## src/rtl/nw_score_pkg.sv

```systemverilog
// Shared types and constants for the score neighbour fetch stage.
package nw_score_pkg;

  typedef enum logic [1:0] {
    ST_IDLE  = 2'd0,
    ST_ISSUE = 2'd1,
    ST_DRAIN = 2'd2,
    ST_HOLD  = 2'd3
  } state_e;

  localparam int unsigned TAG_W = 2;

  localparam logic [TAG_W-1:0] SLOT_DIAG = 2'd0;
  localparam logic [TAG_W-1:0] SLOT_LEFT = 2'd1;
  localparam logic [TAG_W-1:0] SLOT_UP   = 2'd2;

endpackage

```

## src/rtl/rd_lat_pipe.sv

```systemverilog
// Delay line carrying {valid, slot tag} alongside the score RAM read latency.
module rd_lat_pipe
  import nw_score_pkg::*;
#(
  parameter int unsigned DEPTH = 1
) (
  input  logic             clk,
  input  logic             rst,
  input  logic             in_valid_i,
  input  logic [TAG_W-1:0] in_tag_i,
  output logic             out_valid_o,
  output logic [TAG_W-1:0] out_tag_o
);

  logic [DEPTH-1:0]            vld_q;
  logic [DEPTH-1:0][TAG_W-1:0] tag_q;

  // Shift tag stages; reset drops every in-flight read
  always_ff @(posedge clk or posedge rst) begin
    if (rst) begin
      vld_q <= '0;
      tag_q <= '0;
    end else begin
      vld_q[0] <= in_valid_i;
      tag_q[0] <= in_tag_i;
      for (int unsigned k = 1; k < DEPTH; k++) begin
        vld_q[k] <= vld_q[k-1];
        tag_q[k] <= tag_q[k-1];
      end
    end
  end

  assign out_valid_o = vld_q[DEPTH-1];
  assign out_tag_o   = tag_q[DEPTH-1];

endmodule

```

## src/rtl/score_neighbour_fetch.sv

```systemverilog
// Fetches diag/left/up neighbour scores for one NW cell and hands them out
// on a valid/ready port. Optional macro DIAG_REUSE_EN: reuse the previous
// up score as diag when requests walk along a row.
module score_neighbour_fetch
  import nw_score_pkg::*;
#(
  parameter int unsigned SCORE_W = 9,
  parameter int unsigned N_ROWS  = 16,
  parameter int unsigned N_COLS  = 16,
  parameter int unsigned RD_LAT  = 1,
  parameter int unsigned ADDR_W  = $clog2((N_ROWS + 1) * (N_COLS + 1))
) (
  input  logic               clk,
  input  logic               rst,
  input  logic               req_valid,
  output logic               req_ready,
  input  logic [ADDR_W-1:0]  req_addr,
  output logic               ram_rd_en,
  output logic [ADDR_W-1:0]  ram_rd_addr,
  input  logic [SCORE_W-1:0] ram_rd_data,
  output logic               out_valid,
  input  logic               out_ready,
  output logic [SCORE_W-1:0] diag,
  output logic [SCORE_W-1:0] left,
  output logic [SCORE_W-1:0] up
);

  localparam logic [ADDR_W-1:0] OFS_DIAG = ADDR_W'(N_COLS + 2);
  localparam logic [ADDR_W-1:0] OFS_UP   = ADDR_W'(N_COLS + 1);
  localparam logic [ADDR_W-1:0] OFS_LEFT = ADDR_W'(1);

  state_e             state_q;
  logic [ADDR_W-1:0]  idx_q;
  logic [TAG_W-1:0]   slot_q;
  logic               req_ready_q;
  logic               ram_rd_en_q;
  logic [ADDR_W-1:0]  ram_rd_addr_q;
  logic               out_valid_q;
  logic [SCORE_W-1:0] diag_q, left_q, up_q;
  logic [SCORE_W-1:0] diag_buf_q, left_buf_q;

  logic               pipe_vld;
  logic [TAG_W-1:0]   pipe_tag;

`ifdef DIAG_REUSE_EN
  logic               reuse_vld_q;
  logic [ADDR_W-1:0]  prev_idx_q;
  logic [SCORE_W-1:0] prev_up_q;
`endif

  // Tag of each issued read emerges exactly when its data returns
  rd_lat_pipe #(
    .DEPTH (RD_LAT)
  ) u_rd_lat_pipe (
    .clk         (clk),
    .rst         (rst),
    .in_valid_i  (ram_rd_en_q),
    .in_tag_i    (slot_q),
    .out_valid_o (pipe_vld),
    .out_tag_o   (pipe_tag)
  );

  // Request/issue/drain/hold sequencing with registered outputs
  always_ff @(posedge clk or posedge rst) begin
    if (rst) begin
      state_q       <= ST_IDLE;
      idx_q         <= '0;
      slot_q        <= SLOT_DIAG;
      req_ready_q   <= 1'b1;
      ram_rd_en_q   <= 1'b0;
      ram_rd_addr_q <= '0;
      out_valid_q   <= 1'b0;
      diag_q        <= '0;
      left_q        <= '0;
      up_q          <= '0;
      diag_buf_q    <= '0;
      left_buf_q    <= '0;
`ifdef DIAG_REUSE_EN
      reuse_vld_q   <= 1'b0;
      prev_idx_q    <= '0;
      prev_up_q     <= '0;
`endif
    end else begin
      // Early slots park in buffers so delivered outputs stay untouched
      if (pipe_vld && (pipe_tag == SLOT_DIAG)) diag_buf_q <= ram_rd_data;
      if (pipe_vld && (pipe_tag == SLOT_LEFT)) left_buf_q <= ram_rd_data;

      case (state_q)
        ST_IDLE: begin
          if (req_valid) begin
            idx_q       <= req_addr;
            req_ready_q <= 1'b0;
            ram_rd_en_q <= 1'b1;
            state_q     <= ST_ISSUE;
`ifdef DIAG_REUSE_EN
            if (reuse_vld_q && (req_addr == prev_idx_q + ADDR_W'(1))) begin
              diag_buf_q    <= prev_up_q;
              slot_q        <= SLOT_LEFT;
              ram_rd_addr_q <= req_addr - OFS_LEFT;
            end else begin
              reuse_vld_q   <= 1'b0;
              slot_q        <= SLOT_DIAG;
              ram_rd_addr_q <= req_addr - OFS_DIAG;
            end
`else
            slot_q        <= SLOT_DIAG;
            ram_rd_addr_q <= req_addr - OFS_DIAG;
`endif
          end
        end

        ST_ISSUE: begin
          if (slot_q == SLOT_UP) begin
            ram_rd_en_q <= 1'b0;
            state_q     <= ST_DRAIN;
          end else begin
            slot_q <= slot_q + TAG_W'(1);
            if (slot_q == SLOT_DIAG) ram_rd_addr_q <= idx_q - OFS_LEFT;
            else                     ram_rd_addr_q <= idx_q - OFS_UP;
          end
        end

        ST_DRAIN: begin
          // Up is always the last slot back; publish the whole triple at once
          if (pipe_vld && (pipe_tag == SLOT_UP)) begin
            diag_q      <= diag_buf_q;
            left_q      <= left_buf_q;
            up_q        <= ram_rd_data;
            out_valid_q <= 1'b1;
            state_q     <= ST_HOLD;
          end
        end

        ST_HOLD: begin
          if (out_ready) begin
            out_valid_q <= 1'b0;
            req_ready_q <= 1'b1;
            state_q     <= ST_IDLE;
`ifdef DIAG_REUSE_EN
            reuse_vld_q <= 1'b1;
            prev_idx_q  <= idx_q;
            prev_up_q   <= up_q;
`endif
          end
        end

        default: state_q <= ST_IDLE;
      endcase
    end
  end

  assign req_ready   = req_ready_q;
  assign ram_rd_en   = ram_rd_en_q;
  assign ram_rd_addr = ram_rd_addr_q;
  assign out_valid   = out_valid_q;
  assign diag        = diag_q;
  assign left        = left_q;
  assign up          = up_q;

endmodule

```

## config.mk

```make
export PLATFORM = sky130hd
export DESIGN_NAME = score_neighbour_fetch
export DESIGN_NICKNAME = d
export VERILOG_FILES = /design/src/rtl/nw_score_pkg.sv /design/src/rtl/rd_lat_pipe.sv /design/src/rtl/score_neighbour_fetch.sv
export SDC_FILE = /design/constraint.sdc
export NUM_CORES = 1
export LEC_CHECK = 0
export BUFFER_PORTS_ARGS = -buffer_cell sky130_fd_sc_hd__buf_2
export CORE_UTILIZATION = 50
export DETAILED_ROUTE_END_ITERATION = 12
export PLACE_DENSITY = 0.83
export SETUP_SLACK_MARGIN = 0.02
export SYNTH_ARGS = -nofsm -noshare
export SYNTH_HDL_FRONTEND = slang
export SYNTH_SLANG_ARGS = --single-unit
```

## constraint.sdc

```tcl
create_clock -name clk -period 5.5 [get_ports clk]
set_input_delay 0.55 -clock clk [delete_from_list [all_inputs] [get_ports clk]]
set_output_delay 0.55 -clock clk [all_outputs]
set_load 0.01 [all_outputs]
```

==> results of run 1 <==
-- cell usage in the layout, fill, tap and decap left out, types with 2 or more instances in the layout --
| cell | instances |
|---|---|
| a211oi_1 | 2 |
| a21oi_1 | 7 |
| a22o_1 | 3 |
| buf_2 | 60 |
| buf_4 | 3 |
| bufinv_16 | 2 |
| clkbuf_8 | 10 |
| clkinvlp_4 | 2 |
| dfrtp_1 | 72 |
| ha_1 | 10 |
| inv_1 | 8 |
| mux2_2 | 53 |
| mux2i_1 | 3 |
| nand2_1 | 18 |
| nand2b_1 | 3 |
| nand3b_1 | 3 |
| nor2_1 | 3 |
| nor2b_1 | 4 |
| nor3_1 | 3 |
| nor3b_1 | 2 |
| nor4_1 | 2 |
| o21ai_0 | 14 |
| or3b_2 | 2 |
| xnor2_1 | 5 |
| xor2_1 | 4 |
-- path summary, 6_finish.rpt --
| check | start | end | slack (ns) | cells past startpoint |
|---|---|---|---|---|
| worst max-delay path | state_q[1] | state_q[0] | 3.28 | 6 |
| max in group asynchronous | rst | idx_q[5] | 4.46 | 3 |
| min in group asynchronous | rst | idx_q[3] | 0.47 | 3 |
| worst min-delay path | slot_q[0] | u_rd_lat_pipe.out_tag_o[0] | 0.42 | 0 |
| worst min register to register | slot_q[0] | u_rd_lat_pipe.out_tag_o[0] | 0.42 | 0 |
| worst max register to register | state_q[1] | state_q[0] | 3.28 | 6 |
-- power breakdown --
part	switching, W	internal, W
combinational	0.000458	0.000485
sequential	0.000159	0.000802
clock	0.000190	0.000264
-- critical path: cells and delay by family, from the launching register on --
kind	cells	cell delay [ns]
AOI/OAI and AO/OA	3	1.06
adders and majority gates	1	0.40
and+or+nand+nor	1	0.23
DFF	1	0.37
buffers and inverters	1	0.09
-- kinds of logic after synthesis --
family	Yosys count	share of synthesized area (%)
and+or+nand+nor	45	7.56
buffers and inverters	17	2.02
adders and majority gates	10	3.88
DFF	73	56.7
AOI/OAI and AO/OA	36	7.99
xor gates and xnor gates	9	2.44
muxes	56	19.4
-- cells in the mapped netlist, types with 4 or more instances --
library cell,instances
dfrtp_1,72
mux2_2,53
nand2_1,18
o21ai_0,14
ha_1,10
inv_1,9
a21oi_1,7
xnor2_1,5
clkbuf_1,4
nor2b_1,4
xor2_1,4
-- area by class of cell --
cell class / instances / area [sq um] / share of cell area, %
multi-input combinational: 156 / 1330 / 34.8
tap: 75 / 93.8 / 2.45
inverter: 9 / 33.8 / 0.882
clock inverter: 5 / 80.1 / 2.09
timing repair buffer: 63 / 323 / 8.43
clock buffer: 10 / 138 / 3.59
sequential: 73 / 1830 / 47.7
-- registers in the layout (all words and copies together) (netlist names), 2 cells and up --
name / count
diag: 9
left_buf_q: 9
left: 9
ram_rd_addr: 9
slot_q: 2
diag_buf_q: 9
state_q: 2
idx_q: 9
u_rd_lat_pipe.out_tag_o: 2
up: 9
-- through the flow --
stage	setup slack (ns)	cells	cell area, sq um
5_1_grt	3.08	391	3830
6_report	3.28	391	3830
2_1_floorplan	3.10	246	3230
3_3_place_gp	3.43	376	3610
3_5_place_dp	3.32	376	3610
4_1_cts	3.32	391	3830
-- metal layers --
metal / global-route usage [%] / vias up / routed length (um)
met4: 6.14 / 0 / 65
met1: 22.7 / 1029 / 2560
met3: 6.92 / 8 / 327
li1: - / 1010 / -
met2: 28.5 / 63 / 2720
met5: 0 / - / 0
==> impl_metrics.py, run 1 <==
metrics = {
    "clock_tree": {
        "cts_buffer_depth": 2,
        "clock_latency_ns": 0.34,
        "cts_max_level": 3,
        "path_clk_slew_ns": 0.07,
        "cts-root-buf": "clkbuf_8",
        "cts.repair.resized": 0,
        "hold_buffers": 0,
        "post_cts_buffers": 0,
        "cts_buffers": 9,
        "cts.sinks": 73,
        "cts_tree": "built",
    },
    "floorplanning": {
        "die_h_um": 82.3,
        "die_x_um": 82.3,
        "core-area_sq_um": 6060,
        "rows": 28,
        "initial_core_util_pct": 53.2,
        "io_pins": 61,
        "die_area_sq_um": 6780,
    },
    "timing": {
        "report.final.slew_viol_count": 0,
        "period_share_pct": 40.4,
        "hold_viol": 0,
        "hold_slack_ns": 0.422,
        "slew_headroom_pct": 41.1,
        "setup_tns_ns": 0,
        "layout_min_cycle_time_ns": 2.22,
        "fin_skew_ns": 0.0103,
        "rsz0062_at_grt": "false",
        "setup_viol": 0,
        "max_freq_ghz": 0.450,
        "tightest_slew_ns": 0.861,
    },
    "place": {
        "numPortBuffers": 60,
        "gp_congestion": 0.905,
        "post-dp-hpwl_um": 4130,
    },
    "routing": {
        "drtIter0Drc": 64,
        "vias": 2110,
        "viasPerCell": 5.40,
        "wl_um": 5670,
        "ant_nets": 0,
        "wl_per_cell_um": 14.5,
        "drc_errors": 0,
        "dr.pass1.iters": 4,
    },
    "final_layout": {
        "fillCellCount": 480,
        "nets": 344,
        "final_util_pct": 63.2,
        "post_route_cells_drive_above_1_share_pct": 44.3,
        "antenna_cells": 0,
        "area_delta_synth_final_pct": 18.7,
    },
    "synthesis": {
        "synth.area.top_cells": "dfrtp_1 56%, mux2_2 19%, ha_1 3.9%",
        "synth_flop_cell": "dfrtp_1",
        "ys_seq_area_share_pct": 56.7,
        "synth_async_sr_flop_share_pct": 100,
        "synth_nets": 278,
        "synth_top_area_share_pct": 55.9,
        "synth_area_sq_um": 3230,
        "avgSynthCellArea_sq_um": 13.1,
        "synth_edf_count": 0,
        "synthesis.instances": 246,
        "ys_seq_elements": 73,
        "yosysTopAreaCell": "dfrtp_1",
        "yosys_warnings": 0,
        "ys_types": 39,
    },
    "setup_path": {
        "cpMaxStageDelayCell": "a2111oi_0",
        "required_ns": 5.76,
        "path_cells": "inv_1 > ha_1 > nor2b_1 > a2111oi_0 > o21ai_0 > o21ai_0",
        "worst-setup-path-type": "reg2reg",
        "critPathArrivalTime_ns": 2.48,
        "start_kind": "flip-flop",
        "cp_max_fo": 20,
        "cpPeakStageDelay_ns": 0.73,
        "critPathCaptureType": "flip-flop",
        "cp_common_cell": "o21ai_0",
    },
    "grt": {
        "antenna_found_initial": 0,
        "grt_pass1_vias": 1913,
        "grt-ovfl-total": 0,
        "grt_pass1_wl_um": 8870,
        "gr-usage-all-layers_pct": 18.1,
        "grt_max_degree": 74,
    },
    "pwr": {
        "power_w": 0.00236,
        "power_density_nw_per_um2": 616,
        "leakage_nw": 1.78,
        "peakVddDrop_mv": 0.337,
    },
    "run": {
        "max-cap-violations": 0,
    },
    "outcome": {
        "status": "finished clean",
    },
    "hold_path": {
        "holdCritPathClass": "reg2reg",
    },
}
(Power assumes the default switching activity.)
==> run 2: changes to the inputs <==
==> constraint.sdc (replaced) <==
create_clock -name clk -period 2.3 [get_ports clk]
set_input_delay 0.23 -clock clk [delete_from_list [all_inputs] [get_ports clk]]
set_output_delay 0.23 -clock clk [all_outputs]
set_load 0.01 [all_outputs]
==> run 2 against run 1 <==
Effect of this change: global-route usage is 1.4 points higher; combinational power is 150% higher; via count increased by 0.90%; largest cell class unchanged.
==> impl_metrics.py, run 2 (synthesized netlist as in run 1, its figures left out) <==
metrics = {
    "outcome": {
        "status": "finished clean",
    },
    "final_layout": {
        "fin_area_sq_um": 3880,
        "area_delta_synth_final_pct": 20.4,
        "post_route_cells_drive_above_1_share_pct": 44.9,
        "antenna_cells": 0,
        "final_common_cell": "dfrtp_1",
        "nets": 348,
        "layout_common_cells": "72 x dfrtp_1, 60 x buf_2, 53 x mux2_2",
    },
    "floorplanning": {
        "die_x_um": 82.3,
        "die_area_sq_um": 6780,
        "rows": 28,
        "initial_core_util_pct": 53.2,
        "core-area_sq_um": 6060,
        "io_pins": 61,
        "die_h_um": 82.3,
    },
    "pwr": {
        "peakVddDrop_mv": 0.799,
        "leakage_nw": 1.81,
        "power_density_nw_per_um2": 1480,
    },
    "routing": {
        "wl_per_cell_um": 14.6,
        "dr.pass1.iters": 4,
        "ant_nets": 0,
        "viasPerCell": 5.38,
        "wl_um": 5800,
        "drtIter0Drc": 52,
        "vias": 2129,
        "drc_errors": 0,
    },
    "run": {
        "max-cap-violations": 0,
    },
    "timing": {
        "setup_viol": 0,
        "report.final.slew_viol_count": 0,
        "setup_tns_ns": 0,
        "slew_headroom_pct": 57.5,
        "period_share_pct": 84.2,
        "tightest_slew_ns": 0.637,
        "fin_skew_ns": 0.00785,
        "max_freq_ghz": 0.516,
        "hold_viol": 0,
        "rsz0062_at_grt": "false",
        "layout_min_cycle_time_ns": 1.94,
    },
    "hold_path": {
        "worstHoldStart": "ram_rd_data[4]",
        "holdCritPathClass": "in2reg",
        "hold_depth": 2,
    },
    "setup_path": {
        "cpPeakStageDelay_ns": 0.49,
        "path_buf_inv": 1,
        "r2r_cells": 6,
        "cp_max_fo": 4,
        "critPathArrivalTime_ns": 2.17,
        "setup.worst_path.start": "idx_q[0]",
        "crit_cells": 6,
        "path_cells": "inv_1 > ha_1 > or3b_2 > a211oi_1 > xor2_1 > o221a_2",
        "cp_top_family": "compound AO/OA/AOI/OAI gates",
        "worst-setup-path-type": "reg2reg",
        "critPathCaptureType": "flip-flop",
        "required_ns": 2.53,
        "r2r-start": "idx_q[0]",
        "cpMaxStageDelayCell": "or3b_2",
        "start_kind": "flip-flop",
    },
    "grt": {
        "grt_pass1_vias": 2143,
        "antenna_found_initial": 0,
        "grt_pass1_wl_um": 9650,
        "gr-usage-all-layers_pct": 19.5,
        "grt-ovfl-total": 0,
        "grt_max_degree": 46,
    },
    "clock_tree": {
        "cts_tree": "built",
        "cts_buffer_depth": 2,
        "cts_buffers": 9,
        "clock_latency_ns": 0.34,
        "cts_max_level": 3,
        "post_cts_buffers": 0,
        "path_clk_slew_ns": 0.08,
        "cts-root-buf": "clkbuf_8",
        "cts.sinks": 73,
    },
    "place": {
        "post-dp-hpwl_um": 4180,
        "numPortBuffers": 60,
        "placed_area_sq_um": 3650,
        "gp_congestion": 0.858,
    },
}
## run 2: worst paths after layout
check	to	slack, ns
max in group asynchronous	left[1]	1.14
setup / recovery	ram_rd_addr[6]	0.36
hold reg to reg	u_rd_lat_pipe.out_tag_o[0]	0.43
hold / removal	up[4]	0.15
setup reg to reg	ram_rd_addr[6]	0.36
min in group asynchronous	idx_q[5]	0.52
## run 2: power breakdown
group,leakage (nW),switching (W),internal (W)
Clock,0.113,0.000479,0.000644
Combinational,0.827,0.00112,0.00120
Sequential,0.869,0.000376,0.00192
## run 2: layout make-up
class	count	area, sq um
clock buffers	10	138
clock inverters	6	90.1
fillers	462	2180
inverters	9	33.8
multi-input cells	156	1330
flip-flops and latches	73	1830
well taps	75	93.8
repair buffers	67	368
## run 2: what timing repair did
action,4_1_cts,5_1_grt
hold buffers,1,0
endpoints found under the hold margin,27,0
gates resized for setup,0,0
## run 2: routing by layer
layer | vias to the layer above | global-route usage (%) | routed length (um)
met5 | - | 0 | 0
met4 | 0 | 8.42 | 78
met3 | 10 | 4.40 | 248
met2 | 48 | 33.2 | 2840
met1 | 1053 | 23.6 | 2630
li1 | 1018 | - | -
## run 2: through the flow
step | hold WS (ns) | setup WS (ns) | util, % | total power [W] | cells
5_1_grt | 0.129 | 0.280 | 64.1 | 0.00619 | 396
6_report | 0.146 | 0.364 | 64.1 | 0.00574 | 396
3_3_place_gp | 0.348 | 0.453 | 60.2 | 0.00455 | 379
3_5_place_dp | 0.354 | 0.365 | 60.2 | 0.00467 | 379
2_1_floorplan | 0.374 | 0.218 | - | 0.00389 | 246
4_1_cts | 0.130 | 0.354 | 64.1 | 0.00581 | 396
==> run 3: changes to the inputs <==
--- a/config.mk
+++ b/config.mk
@@ -6,9 +6,9 @@
 export NUM_CORES = 1
 export LEC_CHECK = 0
 export BUFFER_PORTS_ARGS = -buffer_cell sky130_fd_sc_hd__buf_2
-export CORE_UTILIZATION = 50
+export CORE_UTILIZATION = 49
 export DETAILED_ROUTE_END_ITERATION = 12
-export PLACE_DENSITY = 0.83
+export PLACE_DENSITY = 0.85
 export SETUP_SLACK_MARGIN = 0.02
 export SYNTH_ARGS = -nofsm -noshare
 export SYNTH_HDL_FRONTEND = slang
==> constraint.sdc (replaced) <==
create_clock -name clk -period 1.7 [get_ports clk]
set_input_delay 0.17 -clock clk [delete_from_list [all_inputs] [get_ports clk]]
set_output_delay 0.17 -clock clk [all_outputs]
set_load 0.01 [all_outputs]
==> run 3 against run 2 <==
Effect of this change: the run now ends with negative setup slack left; setup slack worse by 0.42 ns; fmax rose by 10%; power rose by 45%; combinational power grew 66%; clock power is 20% higher; register-to-register slack lost 0.42 ns; die area rose by 2.0%; critical path type unchanged; critical endpoint is now ram_rd_addr[7]; highest routed layer unchanged.
==> impl_metrics.py, run 3 (synthesized netlist as in run 1, its figures left out) <==
metrics = {
    "outcome": {
        "status": "finished with violations",
        "violations": "negative setup slack",
    },
    "routing": {
        "viasPerCell": 5.41,
        "drc_errors": 0,
        "drtIter0Drc": 103,
        "wl_per_cell_um": 15.1,
        "vias": 2284,
        "wl_um": 6360,
        "ant_nets": 0,
        "dr.pass1.iters": 4,
    },
    "place": {
        "placed_area_sq_um": 3820,
        "post-dp-hpwl_um": 4350,
        "gp_congestion": 0.850,
        "numPortBuffers": 60,
        "dp.cells": 397,
    },
    "clock_tree": {
        "path_clk_slew_ns": 0.07,
        "cts_buffer_depth": 2,
        "cts_tree": "built",
        "clock_latency_ns": 0.34,
        "cts.sinks": 73,
        "cts_max_level": 3,
        "cts-root-buf": "clkbuf_8",
        "cts_buffers": 9,
    },
    "hold_path": {
        "worstHoldStart": "ram_rd_data[6]",
        "holdCritPathClass": "in2reg",
    },
    "setup_path": {
        "critPathArrivalTime_ns": 1.98,
        "setup.worst_path.start": "idx_q[1]",
        "r2r-start": "idx_q[1]",
        "cp_max_fo": 3,
        "worst-setup-path-type": "reg2reg",
        "start_kind": "flip-flop",
        "critPathCaptureType": "flip-flop",
        "required_ns": 1.92,
    },
    "pwr": {
        "p_clk_share_pct": 16.2,
        "switchingPower_w": 0.00290,
        "power_density_nw_per_um2": 2010,
        "p_sw_share_pct": 34.9,
        "p_int_w": 0.00541,
        "leakage_nw": 1.92,
        "power_frac_seq_pct": 37.3,
        "power_frac_comb_pct": 46.5,
        "peakVddDrop_mv": 0.970,
    },
    "timing": {
        "fin_skew_ns": 0.00518,
        "hold_slack_ns": 0.0812,
        "period_share_pct": 103,
        "final.setup.worst_slack_ns": -0.0589,
        "rsz0062_at_grt": "true",
        "setup_viol": 1,
        "tightest_slew_ns": 0.398,
        "report.final.slew_viol_count": 0,
        "max_freq_ghz": 0.569,
        "setup_tns_ns": -0.0589,
        "hold_viol": 0,
        "slew_headroom_pct": 73.5,
        "layout_min_cycle_time_ns": 1.76,
    },
    "grt": {
        "grt_pass1_vias": 2297,
        "grt_max_degree": 74,
        "grt-ovfl-total": 0,
        "antenna_found_initial": 0,
        "gr-usage-all-layers_pct": 19.6,
        "grt_pass1_wl_um": 10700,
    },
    "run": {
        "max-cap-violations": 0,
    },
    "final_layout": {
        "final_common_cell": "dfrtp_1",
        "fin_area_sq_um": 4130,
        "post_route_cells_drive_above_1_share_pct": 54.5,
        "antenna_cells": 0,
        "area_delta_synth_final_pct": 28.2,
        "final_cells": 422,
        "nets": 373,
        "layout_common_cells": "72 x dfrtp_1, 60 x buf_2, 53 x mux2_2",
    },
    "floorplanning": {
        "initial_core_util_pct": 50.8,
        "core-area_sq_um": 6350,
        "die_x_um": 83.1,
        "die_area_sq_um": 6910,
        "io_pins": 61,
        "die_h_um": 83.1,
        "rows": 29,
    },
}
-- run 3: area by class of cell --
type / instances / area (sq um)
Clock buffer: 10 / 138
Clock inverter: 5 / 56.3
Fill cell: 474 / 2220
Inverter: 9 / 37.5
Multi-Input combinational cell: 156 / 1390
Sequential cell: 73 / 1830
Tap cell: 77 / 96.3
Timing Repair Buffer: 92 / 584
-- run 3: worst max-delay path, stage by stage, from the launching register on --
cell and delay, ns:
dfrtp_1 0.42, or4_4 0.56, a2111oi_4 0.38, xnor2_1 0.17, o221ai_2 0.11
-- run 3: power groups by stage --
stage | logic (W) | clock network, W | registers [W]
after floorplan | 0.00208 | 0 | 0.00325
after global placement | 0.00343 | 0 | 0.00307
after detailed placement | 0.00356 | 0 | 0.00313
after CTS | 0.00370 | 0.00137 | 0.00310
after global routing | 0.00422 | 0.00144 | 0.00321
final | 0.00386 | 0.00134 | 0.00310
-- run 3: metal layers --
metal  share of wire (%)  GRT usage [%]
met1                  46           25.5
met2                  47           31.4
met3                 5.0           4.08
met4                 2.0           9.72
met5                   0              0
-- run 3: path summary, 6_finish.rpt --
path                                                  end  slack (ns)  cells after the start
min in group asynchronous                         diag[3]        0.45                      4
worst min register to register  u_rd_lat_pipe.out_valid_o        0.47                      0
worst max-delay path                       ram_rd_addr[7]       -0.06                      4
worst min-delay path                                up[6]        0.08                      2
max in group asynchronous                       req_ready        0.89                      4
worst max register to register             ram_rd_addr[7]       -0.06                      4
-- run 3: metrics by stage --
stage          power (W)  util [%]  worst slack (ns)
2_1_floorplan    0.00533         -           -0.0141
3_5_place_dp     0.00669      60.1           -0.0804
4_1_cts          0.00817      64.0           -0.0122
5_1_grt          0.00886      65.1            -0.111
3_3_place_gp     0.00651      60.1            0.0149
6_report         0.00831      65.1           -0.0589
-- run 3: timing repair --
| action | CTS | global route |
|---|---|---|
| hold buffers | 1 | 0 |
| buffers inserted | 2 | 7 |
| endpoints found under the setup margin | 10 | 38 |
| gates resized for setup | 9 | 10 |
| pin swaps | 2 | 7 |
| endpoints found under the hold margin | 72 | 0 |
